==> src/rtl/pipe_ctrl_if.sv <==
`default_nettype none
// ============================================================================
// Module      : pipe_ctrl_if
// Description : Bundle of stall-request, exception and control signals that
//               pass between the pipeline stages and the pipeline sequencer.
//               master = pipeline side (drives requests, consumes control)
//               slave  = sequencer side (pipe_ctrl)
// Signals     : stallreq_if/id/ex/mem - per-stage stall requests
//               excepttype_i          - MEM-stage exception type
//               cp0_epc_i             - current EPC from CP0
//               perf_clr              - synchronous clear of stall_cnt
//               stall[5:0]            - per-stage hold vector
//               flush                 - clear all pipeline registers
//               new_pc                - redirect PC, valid while flush=1
//               stall_timeout         - watchdog fire pulse
//               stall_cnt             - saturating stalled-cycle count
// Revision    : 1.0 - initial release
// ============================================================================
interface pipe_ctrl_if;
    logic        stallreq_if;
    logic        stallreq_id;
    logic        stallreq_ex;
    logic        stallreq_mem;
    logic [31:0] excepttype_i;
    logic [31:0] cp0_epc_i;
    logic        perf_clr;
    logic [5:0]  stall;
    logic        flush;
    logic [31:0] new_pc;
    logic        stall_timeout;
    logic [31:0] stall_cnt;

    modport master (
        output stallreq_if, stallreq_id, stallreq_ex, stallreq_mem,
        output excepttype_i, cp0_epc_i, perf_clr,
        input  stall, flush, new_pc, stall_timeout, stall_cnt
    );

    modport slave (
        input  stallreq_if, stallreq_id, stallreq_ex, stallreq_mem,
        input  excepttype_i, cp0_epc_i, perf_clr,
        output stall, flush, new_pc, stall_timeout, stall_cnt
    );
endinterface
`default_nettype wire

==> src/rtl/pipe_ctrl.sv <==
`default_nettype none
// ============================================================================
// Module      : pipe_ctrl
// Description : Central sequencer for the 5-stage pipeline. Merges per-stage
//               stall requests into a 6-bit hold vector, sequences exception /
//               ERET / watchdog flushes with a redirect PC, masks new events
//               while the pipe refills, and counts stalled cycles.
// Ports       : clk  - clock
//               rst  - asynchronous reset, active-high
//               bus  - pipe_ctrl_if.slave (requests in, stall/flush/PC out)
// Revision    : 1.0 - initial release
// ============================================================================
module pipe_ctrl #(
    parameter logic [31:0] EXC_VECTOR     = 32'h0000_0020,
    parameter logic [31:0] TIMEOUT_VECTOR = 32'h0000_0040,
    parameter int unsigned STALL_TIMEOUT  = 1024,
    parameter int unsigned REFILL_CYCLES  = 3
) (
    input wire         clk,
    input wire         rst,
    pipe_ctrl_if.slave bus
);

    // ------------------------------------------------------------------------
    // Constants
    // ------------------------------------------------------------------------
    localparam int unsigned c_wd_w = (STALL_TIMEOUT > 1) ? $clog2(STALL_TIMEOUT) : 1;
    localparam int unsigned c_rf_w = (REFILL_CYCLES > 1) ? $clog2(REFILL_CYCLES) : 1;

    localparam logic [c_wd_w-1:0] c_wd_last = c_wd_w'(STALL_TIMEOUT - 1);
    localparam logic [c_rf_w-1:0] c_rf_last = c_rf_w'(REFILL_CYCLES - 1);

    localparam logic [31:0] c_exc_none = 32'h0000_0000;
    localparam logic [31:0] c_exc_eret = 32'h0000_000E;
    localparam logic [31:0] c_cnt_max  = 32'hFFFF_FFFF;

    localparam logic [5:0] c_stall_none = 6'b000000;
    localparam logic [5:0] c_stall_if   = 6'b000011;
    localparam logic [5:0] c_stall_id   = 6'b000111;
    localparam logic [5:0] c_stall_ex   = 6'b001111;
    localparam logic [5:0] c_stall_mem  = 6'b011111;

    typedef enum logic [1:0] {
        S_RUN    = 2'd0,
        S_FLUSH  = 2'd1,
        S_REFILL = 2'd2
    } state_t;

    // ------------------------------------------------------------------------
    // State and registered outputs
    // ------------------------------------------------------------------------
    state_t              r_state;
    logic [c_wd_w-1:0]   r_wd_cnt;
    logic [c_rf_w-1:0]   r_refill_cnt;
    logic                r_flush;
    logic [31:0]         r_new_pc;
    logic                r_stall_timeout;
    logic [31:0]         r_stall_cnt;

    // ------------------------------------------------------------------------
    // Combinational decode
    // ------------------------------------------------------------------------
    logic [5:0]  w_merged;
    logic        w_exc;
    logic        w_wd_hit;
    logic        w_trigger;
    logic [31:0] w_target;
    logic [5:0]  w_stall;

    // Highest requesting stage wins: holding a later stage implies holding
    // every earlier stage so nothing overruns the stalled instruction.
    always_comb begin
        w_merged = c_stall_none;
        if (bus.stallreq_mem) begin
            w_merged = c_stall_mem;
        end else if (bus.stallreq_ex) begin
            w_merged = c_stall_ex;
        end else if (bus.stallreq_id) begin
            w_merged = c_stall_id;
        end else if (bus.stallreq_if) begin
            w_merged = c_stall_if;
        end
    end

    assign w_exc     = (bus.excepttype_i != c_exc_none);
    assign w_wd_hit  = (r_wd_cnt == c_wd_last) && (w_merged != c_stall_none);
    assign w_trigger = (r_state == S_RUN) && (w_exc || w_wd_hit);

    // An exception always beats the watchdog for the redirect target.
    always_comb begin
        w_target = TIMEOUT_VECTOR;
        if (bus.excepttype_i == c_exc_eret) begin
            w_target = bus.cp0_epc_i;
        end else if (w_exc) begin
            w_target = EXC_VECTOR;
        end
    end

    // Stall depends only on state and current inputs. On a trigger cycle the
    // MEM stage is held while mem_wb is released, so mem_wb loads a bubble and
    // the faulting instruction never writes back.
    always_comb begin
        w_stall = c_stall_none;
        if (rst) begin
            w_stall = c_stall_none;
        end else begin
            case (r_state)
                S_RUN:    w_stall = w_trigger ? c_stall_mem : w_merged;
                S_REFILL: w_stall = w_merged;
                default:  w_stall = c_stall_none;
            endcase
        end
    end

    // ------------------------------------------------------------------------
    // Sequencer: RUN -> FLUSH (1 cycle) -> REFILL (REFILL_CYCLES) -> RUN
    // ------------------------------------------------------------------------
    always_ff @(posedge clk or posedge rst) begin
        if (rst) begin
            r_state         <= S_RUN;
            r_wd_cnt        <= '0;
            r_refill_cnt    <= '0;
            r_flush         <= 1'b0;
            r_new_pc        <= 32'h0000_0000;
            r_stall_timeout <= 1'b0;
        end else begin
            case (r_state)
                S_RUN: begin
                    if (w_trigger) begin
                        r_state         <= S_FLUSH;
                        r_flush         <= 1'b1;
                        r_new_pc        <= w_target;
                        r_stall_timeout <= !w_exc;
                        r_wd_cnt        <= '0;
                    end else if (w_merged != c_stall_none) begin
                        // Cannot pass c_wd_last here: reaching it with a stall
                        // pending is a trigger.
                        r_wd_cnt <= r_wd_cnt + 1'b1;
                    end else begin
                        r_wd_cnt <= '0;
                    end
                end

                S_FLUSH: begin
                    r_state         <= S_REFILL;
                    r_flush         <= 1'b0;
                    r_stall_timeout <= 1'b0;
                    r_refill_cnt    <= '0;
                    r_wd_cnt        <= '0;
                end

                S_REFILL: begin
                    // Exceptions and the watchdog are masked while the
                    // freshly redirected instructions refill the pipe.
                    r_wd_cnt <= '0;
                    if (r_refill_cnt == c_rf_last) begin
                        r_state <= S_RUN;
                    end else begin
                        r_refill_cnt <= r_refill_cnt + 1'b1;
                    end
                end

                default: begin
                    r_state         <= S_RUN;
                    r_flush         <= 1'b0;
                    r_stall_timeout <= 1'b0;
                    r_wd_cnt        <= '0;
                    r_refill_cnt    <= '0;
                end
            endcase
        end
    end

    // ------------------------------------------------------------------------
    // Stalled-cycle performance counter (counts the PC hold bit, so trigger
    // cycles are included). Clear has priority over increment.
    // ------------------------------------------------------------------------
    always_ff @(posedge clk or posedge rst) begin
        if (rst) begin
            r_stall_cnt <= 32'h0000_0000;
        end else if (bus.perf_clr) begin
            r_stall_cnt <= 32'h0000_0000;
        end else if (w_stall[0] && (r_stall_cnt != c_cnt_max)) begin
            r_stall_cnt <= r_stall_cnt + 32'h0000_0001;
        end
    end

    // ------------------------------------------------------------------------
    // Outputs
    // ------------------------------------------------------------------------
    assign bus.stall         = w_stall;
    assign bus.flush         = r_flush;
    assign bus.new_pc        = r_new_pc;
    assign bus.stall_timeout = r_stall_timeout;
    assign bus.stall_cnt     = r_stall_cnt;

endmodule
`default_nettype wire
==> src/flat_wrapper.sv <==
// flat-port wrapper written by rule: the top's interface ports become plain ports
module pipe_ctrl_flat 
#(
    parameter logic [31:0] EXC_VECTOR     = 32'h0000_0020,
    parameter logic [31:0] TIMEOUT_VECTOR = 32'h0000_0040,
    parameter int unsigned STALL_TIMEOUT  = 1024,
    parameter int unsigned REFILL_CYCLES  = 3
)
  (clk, rst, bus_stallreq_if, bus_stallreq_id, bus_stallreq_ex, bus_stallreq_mem, bus_excepttype_i, bus_cp0_epc_i, bus_perf_clr, bus_stall, bus_flush, bus_new_pc, bus_stall_timeout, bus_stall_cnt);
  pipe_ctrl_if bus_i ();
  input wire clk;
  input wire rst;
  input wire logic [$bits(bus_i.stallreq_if)-1:0] bus_stallreq_if;
  input wire logic [$bits(bus_i.stallreq_id)-1:0] bus_stallreq_id;
  input wire logic [$bits(bus_i.stallreq_ex)-1:0] bus_stallreq_ex;
  input wire logic [$bits(bus_i.stallreq_mem)-1:0] bus_stallreq_mem;
  input wire logic [$bits(bus_i.excepttype_i)-1:0] bus_excepttype_i;
  input wire logic [$bits(bus_i.cp0_epc_i)-1:0] bus_cp0_epc_i;
  input wire logic [$bits(bus_i.perf_clr)-1:0] bus_perf_clr;
  output wire logic [$bits(bus_i.stall)-1:0] bus_stall;
  output wire logic [$bits(bus_i.flush)-1:0] bus_flush;
  output wire logic [$bits(bus_i.new_pc)-1:0] bus_new_pc;
  output wire logic [$bits(bus_i.stall_timeout)-1:0] bus_stall_timeout;
  output wire logic [$bits(bus_i.stall_cnt)-1:0] bus_stall_cnt;
  assign bus_i.stallreq_if = bus_stallreq_if;
  assign bus_i.stallreq_id = bus_stallreq_id;
  assign bus_i.stallreq_ex = bus_stallreq_ex;
  assign bus_i.stallreq_mem = bus_stallreq_mem;
  assign bus_i.excepttype_i = bus_excepttype_i;
  assign bus_i.cp0_epc_i = bus_cp0_epc_i;
  assign bus_i.perf_clr = bus_perf_clr;
  assign bus_stall = bus_i.stall;
  assign bus_flush = bus_i.flush;
  assign bus_new_pc = bus_i.new_pc;
  assign bus_stall_timeout = bus_i.stall_timeout;
  assign bus_stall_cnt = bus_i.stall_cnt;
  pipe_ctrl #(.EXC_VECTOR(EXC_VECTOR), .TIMEOUT_VECTOR(TIMEOUT_VECTOR), .STALL_TIMEOUT(STALL_TIMEOUT), .REFILL_CYCLES(REFILL_CYCLES)) u_core (.clk(clk), .rst(rst), .bus(bus_i));
endmodule
==> config.mk <==
export PLATFORM = sky130hd
export DESIGN_NAME = pipe_ctrl_flat
export DESIGN_NICKNAME = d
export VERILOG_FILES = /design/src/rtl/pipe_ctrl_if.sv /design/src/rtl/pipe_ctrl.sv /design/src/flat_wrapper.sv
export SDC_FILE = /design/constraint.sdc
export NUM_CORES = 1
export LEC_CHECK = 0
export ABC_AREA = 1
export BUFFER_PORTS_ARGS = -buffer_cell sky130_fd_sc_hd__buf_2
export CAP_MARGIN = 20
export CORE_UTILIZATION = 40
export CTS_CLUSTER_DIAMETER = 100
export DETAILED_ROUTE_END_ITERATION = 8
export PLACE_DENSITY = 0.77
export SLEW_MARGIN = 20
export SYNTH_ARGS = -nofsm -noshare
export SYNTH_HDL_FRONTEND = slang
export SYNTH_SLANG_ARGS = --single-unit
==> constraint.sdc <==
create_clock -name clk -period 2.2 [get_ports clk]
set_input_delay 0.22 -clock clk [delete_from_list [all_inputs] [get_ports clk]]
set_output_delay 0.22 -clock clk [all_outputs]
set_load 0.01 [all_outputs]
Word-level counts from Yosys, hierarchy flattened
Index checks and enable logic that the tools add are counted.
{"block": "totals", "ff_bits": 80, "out_inout_bits": 72, "inputBits": 71}
{"block": "classes", "muxes": 23, "addsub": 3, "reduce_logical": 13, "n_eq_ne": 9, "bitwise_logic": 2}
{"operator": "2-to-1 mux 32 bit", "n": 3}
{"operator": "adder 32 x 1 -> 32 bit (second input constant)", "n": 1}
{"operator": "equality test 32 x 4 -> 1 bit (second input constant)", "n": 1}
{"operator": "inequality test 32 bit (second input constant)", "n": 1}
{"operator": "nonzero test 32 bit", "n": 1}
{"operator": "2-to-1 mux 10 bit", "n": 3}
{"operator": "2-to-1 mux 6 bit", "n": 5}
{"operator": "case mux 6 bit (2 select lines)", "n": 1}
{"operator": "adder 10 x 1 -> 10 bit (second input constant)", "n": 1}
{"operator": "equality test 10 bit (second input constant)", "n": 1}
{"operator": "2-to-1 mux 2 bit", "n": 4}
{"operator": "AND reduction 2 bit", "n": 4}
{"operator": "2-to-1 mux 7 bit", "n": 1}
{"operator": "case mux 2 bit (3 select lines)", "n": 1}
{"operator": "nonzero test 6 bit", "n": 1}
{"operator": "equality test 2 bit (second input constant)", "n": 2}
{"operator": "inequality test 2 x 1 -> 1 bit (second input constant)", "n": 2}
{"operator": "case mux 1 bit (2 select lines)", "n": 2}
{"operator": "case mux 2 bit (2 select lines)", "n": 1}
{"operator": "logical AND 1 bit", "n": 3}
{"operator": "adder 2 x 1 -> 2 bit (second input constant)", "n": 1}
{"operator": "equality test 2 x 1 -> 1 bit (second input constant)", "n": 1}
{"operator": "logical NOT 2 bit", "n": 1}
{"operator": "2-to-1 mux 1 bit", "n": 2}
{"operator": "5 further kinds", "n": 6}

Longest topological paths before layout
Gate-level depths: netlist of the first run.
{"block": "logic_depth", "ltp_word": 14, "mapped_depth": 14, "depth_no_buf": 13}

Least setup slack after synthesis of the first run
OpenSTA, ideal clock, no wires.
{"block": "synth_path", "path_type": "in2reg", "from": "in rst", "to": "reg u_core.r_stall_cnt[0], in the netlist u_core.bus.stall_cnt[0]", "required_ns": 2.083, "path_stages": 5, "setup_ns": 0.117, "path_buffers": 1, "arrival_ns": 2.540, "path_slack_ns": -0.457, "path_cell_list": "inv_1 > nand3_4 > buf_2 > nand3_1 > nand2_1"}
{"block": "synth_via", "elab_chain_cells": 3}
{"element": "start, declared", "line_no": "flat_wrapper.sv:12", "rtl": "input wire rst;"}
{"element": "2-to-1 mux 6 bit", "line_no": "pipe_ctrl.sv:104", "rtl": "if (rst) begin"}
{"element": "logical AND 1 bit", "line_no": "pipe_ctrl.sv:183", "rtl": "end else if (w_stall[0] && (r_stall_cnt != c_cnt_max)) begin"}
{"element": "nonzero test 2 bit (no source line)"}
{"element": "end signal, assigned", "line_no": "pipe_ctrl.sv:184", "rtl": "r_stall_cnt <= r_stall_cnt + 32'h0000_0001;"}
{"element": "end, declared", "line_no": "pipe_ctrl.sv:58", "rtl": "logic [31:0] r_stall_cnt;"}
Every way passes these cells.
A chain may end at the register's enable or synchronous reset.

Worst setup path after layout of the first run
{"block": "layout_path", "from": "reg u_core.r_wd_cnt[0]", "to": "out bus_stall[0]"}
{"block": "layout_via", "elab_chain_cells": 7}
{"element": "start, declared", "line_no": "pipe_ctrl.sv:53", "rtl": "logic [c_wd_w-1:0] r_wd_cnt;"}
{"element": "start signal, assigned", "line_no": "pipe_ctrl.sv:138", "rtl": "r_wd_cnt <= r_wd_cnt + 1'b1;"}
{"element": "equality test 10 bit", "line_no": "pipe_ctrl.sv:86", "rtl": "assign w_wd_hit = (r_wd_cnt == c_wd_last) && (w_merged != c_stall_none);"}
{"element": "logical AND 1 bit", "line_no": "pipe_ctrl.sv:86"}
{"element": "logical OR 1 bit", "line_no": "pipe_ctrl.sv:87", "rtl": "assign w_trigger = (r_state == S_RUN) && (w_exc || w_wd_hit);"}
{"element": "logical AND 1 bit", "line_no": "pipe_ctrl.sv:87"}
{"element": "2-to-1 mux 6 bit", "line_no": "pipe_ctrl.sv:108", "rtl": "S_RUN: w_stall = w_trigger ? c_stall_mem : w_merged;"}
{"element": "case mux 6 bit (2 select lines)", "line_no": "pipe_ctrl.sv:107", "rtl": "case (r_state)"}
{"element": "2-to-1 mux 6 bit", "line_no": "pipe_ctrl.sv:104"}
{"element": "end, declared", "line_no": "flat_wrapper.sv:20", "rtl": "output wire logic [$bits(bus_i.stall)-1:0] bus_stall;"}
Every way passes these cells.

==> metrics.md, run 1 <==
| Metric | Value |
|---|---|
| Nets@finish | 826 |
| Final period demand of the worst path | 2210 ps |
| Critical path required time | 1980 ps |
| CP max stage delay | 380 ps |
| Fin worst setup slack | -8.50 ps |
| WL per Instance | 12.5 um |
| Die area | 0.0116 sq mm |
| Worst vdd ir | 0.000324 V |
| Busiest grt layer | met2 |
| Status | finished, violations left |
| Avg Inst Size Synth | 7.37 sq um |
| Root buf cell | clkbuf_8 |
| EDFF count, synth | 0 |
| RSZ-0062 raised after global routing | true |
| Top FF cell, synth | dfrtp_1 |
| Fmax | 453 MHz |
| Final Hold Fails | 0 |
| WP data arrival | 1990 ps |
| Area of the multi-input gates | 0.00216 sq mm |
| GRT overflow | 0 |
| Gpl congestion | 0.961 |
| Final Setup Violations | 2 |
| GR Util met1 | 0.275 |
| Layout cells sized above 1 | 0.254 |
| Worst-Skew Late Latency | 370 ps |
| Crit-path max FO | 6 |
| Tcrit/Tclk final | 1.00 |
| Clk pwr share | 0.371 |
| Via-to-Cell Ratio | 4.79 |
| CP Launch Type | flop |
| Post-synthesis sequential area ratio | 0.448 |
| Detailed placer's ending HPWL | 7.97 mm |
| Largest delay share family, worst path | simple AND/OR/NAND/NOR gates |
| Starting density of the core | 0.412 |
| Asr flop ratio synth | 1.00 |
| Power, Total | 3.13 mW |
| Sw Pwr | 903 uW |
| Number of global-route vias before repair | 4115 |
| Comb power frac | 0.146 |
| Netlist cell types | 29 |
| Switching share of power | 0.288 |
| Synth Warn # | 0 |
| Largest net degree at the start of global routing | 81 |
| Final ANT Viol Nets | 0 |
| Met3 usage | 0.0412 |
| TritonCTS clock tree | built |
| Hold Path Class | in2reg |
| CTS sink count | 80 |
| WL final | 11.2 mm |
| Drt drc | 0 |
| Chip height | 108 um |
| Cells along the critical path | ha_2, nand2_2, nor2_2, nand2_1, nor2_2, nand3_2, nand2_2, nand2_2, buf_6, a21oi_4, buf_2 |
| Final slew viol count | 0 |
| Critical path class | reg2out |
| Core box area | 0.0108 sq mm |
| Std cell rows | 38 |
| Global-route wire length before repair | 19.1 mm |
| Clock slew at reported path FFs | 90 ps |
| Clock Tree Buf Depth | 2 |
| FF+latch area | 0.00200 sq mm |
| Synthesis-stage register bit count | 80 |
| Max Cap Viol | 0 |
| CTS Buf Count | 9 |
| Most frequent cells in the layout | nand2_1, buf_2, nor2_1 |
| Slowest-stage cell, CP | dfrtp_1 |
| Filler instances | 1047 |
| Part of the power in registers | 0.484 |
| I/O pin cnt | 143 |
| Worst Setup End Kind | output pin |
| Port Buffers | 141 |
| Worst relative slew slack | 0.527 |
| # diodes | 0 |
| GR Layer Usage met2 | 0.332 |
| Crit path top cell by count | nand2_2 |
| Failing checks | negative setup slack |
| Area grow syn2layout | 26.8% |
| Routed via count | 4295 |
| Static Leak | 2.91 nW |
| Mapped Cells | 606 |
| Most common cell after layout, fill and taps aside | nand2_1 |
| PD cells | 554 mW/mm^2 |
| Cell Int Power | 2.23 mW |
| First-pass DRT Iterations | 5 |
| Clk_skew | 11.9 ps |
| DR iter-0 viols | 261 |
| Total track usage | 0.209 |
| Mapped Area | 0.00446 sq mm |
| H-tree depth | 3 |
| Hold slack | 76.9 ps |
| Die width | 108 um |
| Antenna violations before repair | 0 |
| Worst Tran Pin Value | 710 ps |
| Worst Path Buf+Inv | 2 |
| Post-Synthesis Net Count | 680 |
## stage by stage
| step | utilization | cell area, sq um | cells | setup slack [ps] | setup TNS (ps) |
|---|---|---|---|---|---|
| after detailed placement | 0.490 | 5320 | 872 | 66.5 | 0 |
| after floorplan | - | 4470 | 606 | 28.4 | 0 |
| after CTS | 0.516 | 5600 | 894 | -49.9 | -193 |
| after global routing | 0.522 | 5660 | 897 | -167 | -1010 |
| after global placement | 0.490 | 5320 | 872 | 150 | 0 |
| final | 0.522 | 5660 | 897 | -8.50 | -15.8 |
## layout make-up
type | instances | share of cell area
Clock buffer | 10 | 0.0243
Multi-Input combinational cell | 442 | 0.382
Clock inverter | 6 | 0.0128
Sequential cell | 80 | 0.354
Inverter | 59 | 0.0398
Tap cell | 140 | 0.0309
Timing Repair Buffer | 160 | 0.157
## worst register-to-register path, cell delays in order, from the launching register on
cell	delay, ps
dfrtp_1	380
ha_2	190
nand2_2	60
nor2_2	90
nand2_1	70
nor2_2	150
nand3_2	100
nand2_2	90
nand2_2	60
buf_6	140
buf_4	140
buf_12	180
o31ai_1	280
## state kept, by name (all words and copies together), names as in the netlist
| signal | cells |
|---|---|
| u_core.r_state | 2 |
| u_core.bus.new_pc | 32 |
| u_core.bus.stall_cnt | 32 |
| u_core.bus.flush | 1 |
| u_core.bus.stall_timeout | 1 |
| u_core.r_wd_cnt | 10 |
| u_core.r_refill_cnt | 2 |
## per-layer routing
metal | share of wire | wire length, um
met1 | 0.46 | 5180
met2 | 0.46 | 5200
met3 | 0.047 | 525
met4 | 0.028 | 313
met5 | 0 | 0
## worst paths after layout
check	cells past startpoint	slack (ps)	start	to
setup / recovery	11	-8	u_core.r_wd_cnt[0]	bus_stall[0]
hold / removal	3	80	bus_cp0_epc_i[7]	u_core.bus.new_pc[7]
setup reg to reg	12	150	u_core.r_wd_cnt[0]	u_core.bus.new_pc[29]
min in group asynchronous	3	220	rst	u_core.r_refill_cnt[1]
hold reg to reg	1	470	u_core.r_wd_cnt[0]	u_core.r_wd_cnt[0]
max in group asynchronous	3	1510	rst	u_core.bus.stall_cnt[28]
## repair_timing
action / in CTS / in global routing
setup endpoints to repair: 5 / 37
pin swaps: 3 / 3
gates resized for setup: 7 / 7
hold buffers: 0 / 0
buffers inserted: 6 / 3
## power by group through the flow
stage          clock network [mW]  logic [mW]  registers [mW]
4_1_cts                      1.19       0.439            1.52
3_5_place_dp                    0       0.429            1.55
5_1_grt                      1.25       0.517            1.52
6_report                     1.16       0.457            1.52
3_3_place_gp                    0       0.424            1.54
2_1_floorplan                   0       0.247            1.56
## logic make-up (layout without fill, tap and decap cells)
group | count (synthesis) | count (layout) | share of synthesized area
AND/OR/NAND/NOR | 360 | 360 | 0.332
other | 1 | 1 | 0.000840
adder cells (fa/ha/maj) | 3 | 3 | 0.00841
AO/OA/AOI/OAI | 47 | 47 | 0.0698
flip-flops | 80 | 80 | 0.448
buffers and inverters | 84 | 235 | 0.0793
XOR/XNOR | 31 | 31 | 0.0608
## cells in the mapped netlist (7+ instances only)
master | number | share of area
buf_2 | 7 | 0.0078
inv_1 | 58 | 0.049
xor2_1 | 16 | 0.031
clkbuf_1 | 10 | 0.0084
dfrtp_1 | 80 | 0.45
nor2_1 | 106 | 0.089
xnor2_1 | 15 | 0.029
nand3_1 | 36 | 0.040
a21oi_1 | 8 | 0.0090
nand2_1 | 187 | 0.16
o21ai_0 | 8 | 0.0090
nor3_1 | 11 | 0.012
o31ai_1 | 30 | 0.050
Power figures use the tool's default switching activity.
==> inputs of run 2 (changes only) <==
--- a/config.mk
+++ b/config.mk
@@ -11,8 +11,9 @@
 export CORE_UTILIZATION = 40
 export CTS_CLUSTER_DIAMETER = 100
 export DETAILED_ROUTE_END_ITERATION = 8
-export PLACE_DENSITY = 0.77
-export SLEW_MARGIN = 20
+export GPL_TIMING_DRIVEN = 0
+export PLACE_DENSITY = 0.78
+export SLEW_MARGIN = 40
 export SYNTH_ARGS = -nofsm -noshare
 export SYNTH_HDL_FRONTEND = slang
 export SYNTH_SLANG_ARGS = --single-unit
==> run 2 against run 1 <==
Compared with the run above:
- the run now ends clean
- combinational power shrank 1%
- global-route usage shrank 0.058 points
- register-to-register slack is essentially flat
- critical endpoint unchanged
- largest cell class unchanged
==> metrics.md, run 2 (synthesized netlist as in run 1, its figures left out) <==
| Metric | Value |
|---|---|
| Crit-path max FO | 6 (unchanged) |
| Inst Count DP | 889 (+1.9%) |
| Final ANT Viol Nets | 0 (unchanged) |
| Power, Total | 3.02 mW (-3.6%) |
| Nets@finish | 842 (+1.9%) |
| CTS Buf Count | 9 (unchanged) |
| Fmax | 476 MHz (+5.1%) |
| Total track usage | 0.208 (-0.000577) |
| PD cells | 528 mW/mm^2 (-4.6%) |
| Final period demand of the worst path | 2100 ps (-108 ps) |
| Clock Tree Buf Depth | 2 (unchanged) |
| Chip height | 108 um (unchanged) |
| FF+latch area | 0.00200 sq mm (about the same) |
| # diodes | 0 (unchanged) |
| Met1 wire length | 5.19 mm (+0.27%) |
| Detailed placer's ending HPWL | 8.69 mm (+9.1%) |
| Gpl congestion | 0.950 (-1.2%) |
| GRT overflow | 0 (unchanged) |
| Worst-Skew Late Latency | 360 ps (about the same) |
| TritonCTS clock tree | built |
| Final Hold Fails | 0 (unchanged) |
| Critical path class | reg2out |
| Most common cell after layout, fill and taps aside | nand2_1 |
| CP Launch Type | flop |
| Critical path required time | 1980 ps (about the same) |
| Layout cells sized above 1 | 0.252 (-0.00137) |
| Routed via count | 4401 (+2.5%) |
| Antenna violations before repair | 0 (unchanged) |
| Core box area | 0.0108 sq mm (unchanged) |
| CTS sink count | 80 (unchanged) |
| Port Buffers | 140 (-0.71%) |
| Final Setup Violations | 0 (-2) |
| WL per Instance | 12.4 um (-0.83%) |
| Root buf cell | clkbuf_8 |
| Layout Cells excl Fill | 913 (+1.8%) |
| Slowest-stage cell, CP | dfrtp_1 |
| Tcrit/Tclk final | 0.955 (-0.0489) |
| Hold Path Class | in2reg |
| Starting density of the core | 0.412 (unchanged) |
| DR iter-0 viols | 270 (+3.4%) |
| CP max stage delay | 370 ps (about the same) |
| Final slew viol count | 0 (unchanged) |
| Via-to-Cell Ratio | 4.82 (+0.67%) |
| WL final | 11.3 mm (+0.94%) |
| DR top layer | met4 |
| Worst Setup End Kind | output pin |
| Final core utilization | 0.528 (+0.00566) |
| Met2 WL post-DR | 5.23 mm (+0.67%) |
| Clk_skew | 10.8 ps (-1.14 ps) |
| First-pass DRT Iterations | 6 (+1) |
| WP data arrival | 1880 ps (-110 ps) |
| Std cell rows | 38 (unchanged) |
| Die area | 0.0116 sq mm (unchanged) |
| Status | finished clean |
| Largest net degree at the start of global routing | 23 (-72%) |
| Met3 Routed Length | 634 um (+21%) |
| Number of global-route vias before repair | 4273 (+3.8%) |
| Global-route wire length before repair | 19.2 mm (+0.69%) |
| Most frequent cells in the layout | nand2_1, buf_2, nor2_1 |
| Max Cap Viol | 0 (unchanged) |
| TNS Setup | 0 ps (+15.8 ps) |
| I/O pin cnt | 143 (unchanged) |
| Area of the multi-input gates | 0.00214 sq mm (-0.93%) |
| Crit path top cell by count | nand2_2 |
| Cells along the critical path | ha_2, nand2_2, nor2_4, nand2_1, nor2_2, nand3_2, nand2_2, nand2_4, a21oi_2, buf_2 |
| Filler instances | 1058 (+1.1%) |
| Area grow syn2layout | 28.2% |
| Die width | 108 um (unchanged) |
| Static Leak | 2.94 nW (+0.86%) |
| Drt drc | 0 (unchanged) |
| H-tree depth | 3 (unchanged) |
| Clock slew at reported path FFs | 100 ps (about the same) |
| Worst vdd ir | 0.000405 V (+25%) |
run 2: cell count changes in the layout (fill, tap and decap cells not counted), sizes merged:
cell / before / now
buf: 160 / 163
bufinv: 1 / 0
clkbuf: 10 / 21
clkinv: 2 / 3
clkinvlp: 2 / 1
dlygate4sd3: 0 / 1
inv: 60 / 62
run 2: worst paths after layout:
kind,startpoint,endpoint,slack [ps],cells past startpoint
min reg2reg,u_core.r_wd_cnt[0],u_core.r_wd_cnt[0],460,1
min in group asynchronous,rst,u_core.bus.new_pc[10],560,4
max in group asynchronous,rst,u_core.r_wd_cnt[3],1200,4
max,u_core.r_wd_cnt[0],bus_stall[0],100,10
max reg2reg,u_core.r_wd_cnt[0],u_core.bus.stall_cnt[4],150,14
min,bus_cp0_epc_i[21],u_core.bus.new_pc[21],80,3
run 2: cell type report:
class | instances | share of cell area
multi-input cells | 442 | 0.374
flip-flops and latches | 80 | 0.350
repair buffers | 153 | 0.151
inverters | 59 | 0.0394
well taps | 140 | 0.0306
plain buffers | 23 | 0.0225
clock buffers | 9 | 0.0216
clock inverters | 7 | 0.0105
run 2: metrics by stage:
step | setup slack (ps) | hold WS, ps | cell area, sq um
after global placement | -761 | 443 | 5340
after floorplan | 28.4 | 360 | 4470
after detailed placement | -30.6 | 337 | 5430
after global routing | -22.2 | 71.7 | 5720
final | 99.2 | 79.1 | 5720
after CTS | 1.50 | 67.7 | 5700
run 2: routing by layer:
metal,GRT usage,vias to the layer above
met5,0,-
met4,0.0812,0
met3,0.0521,26
met2,0.337,144
met1,0.266,1992
li1,-,2239
run 2: where the power goes:
group	total (mW)	internal [mW]	leakage [nW]	switching, mW
Combinational	0.451	0.165	1.74	0.286
Sequential	1.52	1.50	1.10	0.0281
Clock	1.05	0.434	0.0969	0.614
run 2: critical path, delay by kind of cell, from the launching register on:
kind | cells | cell delay (ps)
AO/OA/AOI/OAI | 1 | 180
AND/OR/NAND/NOR | 7 | 620
buffers and inverters | 1 | 160
adder cells (fa/ha/maj) | 1 | 200
flip-flops | 1 | 370
run 2: timing repair:
item | in CTS | in global routing
setup endpoints to repair | 5 | 35
resized for setup | 8 | 7
setup buffers | 6 | 2
hold endpoints to repair | 19 | 0
hold buffers | 2 | 0
pin swaps | 5 | 6
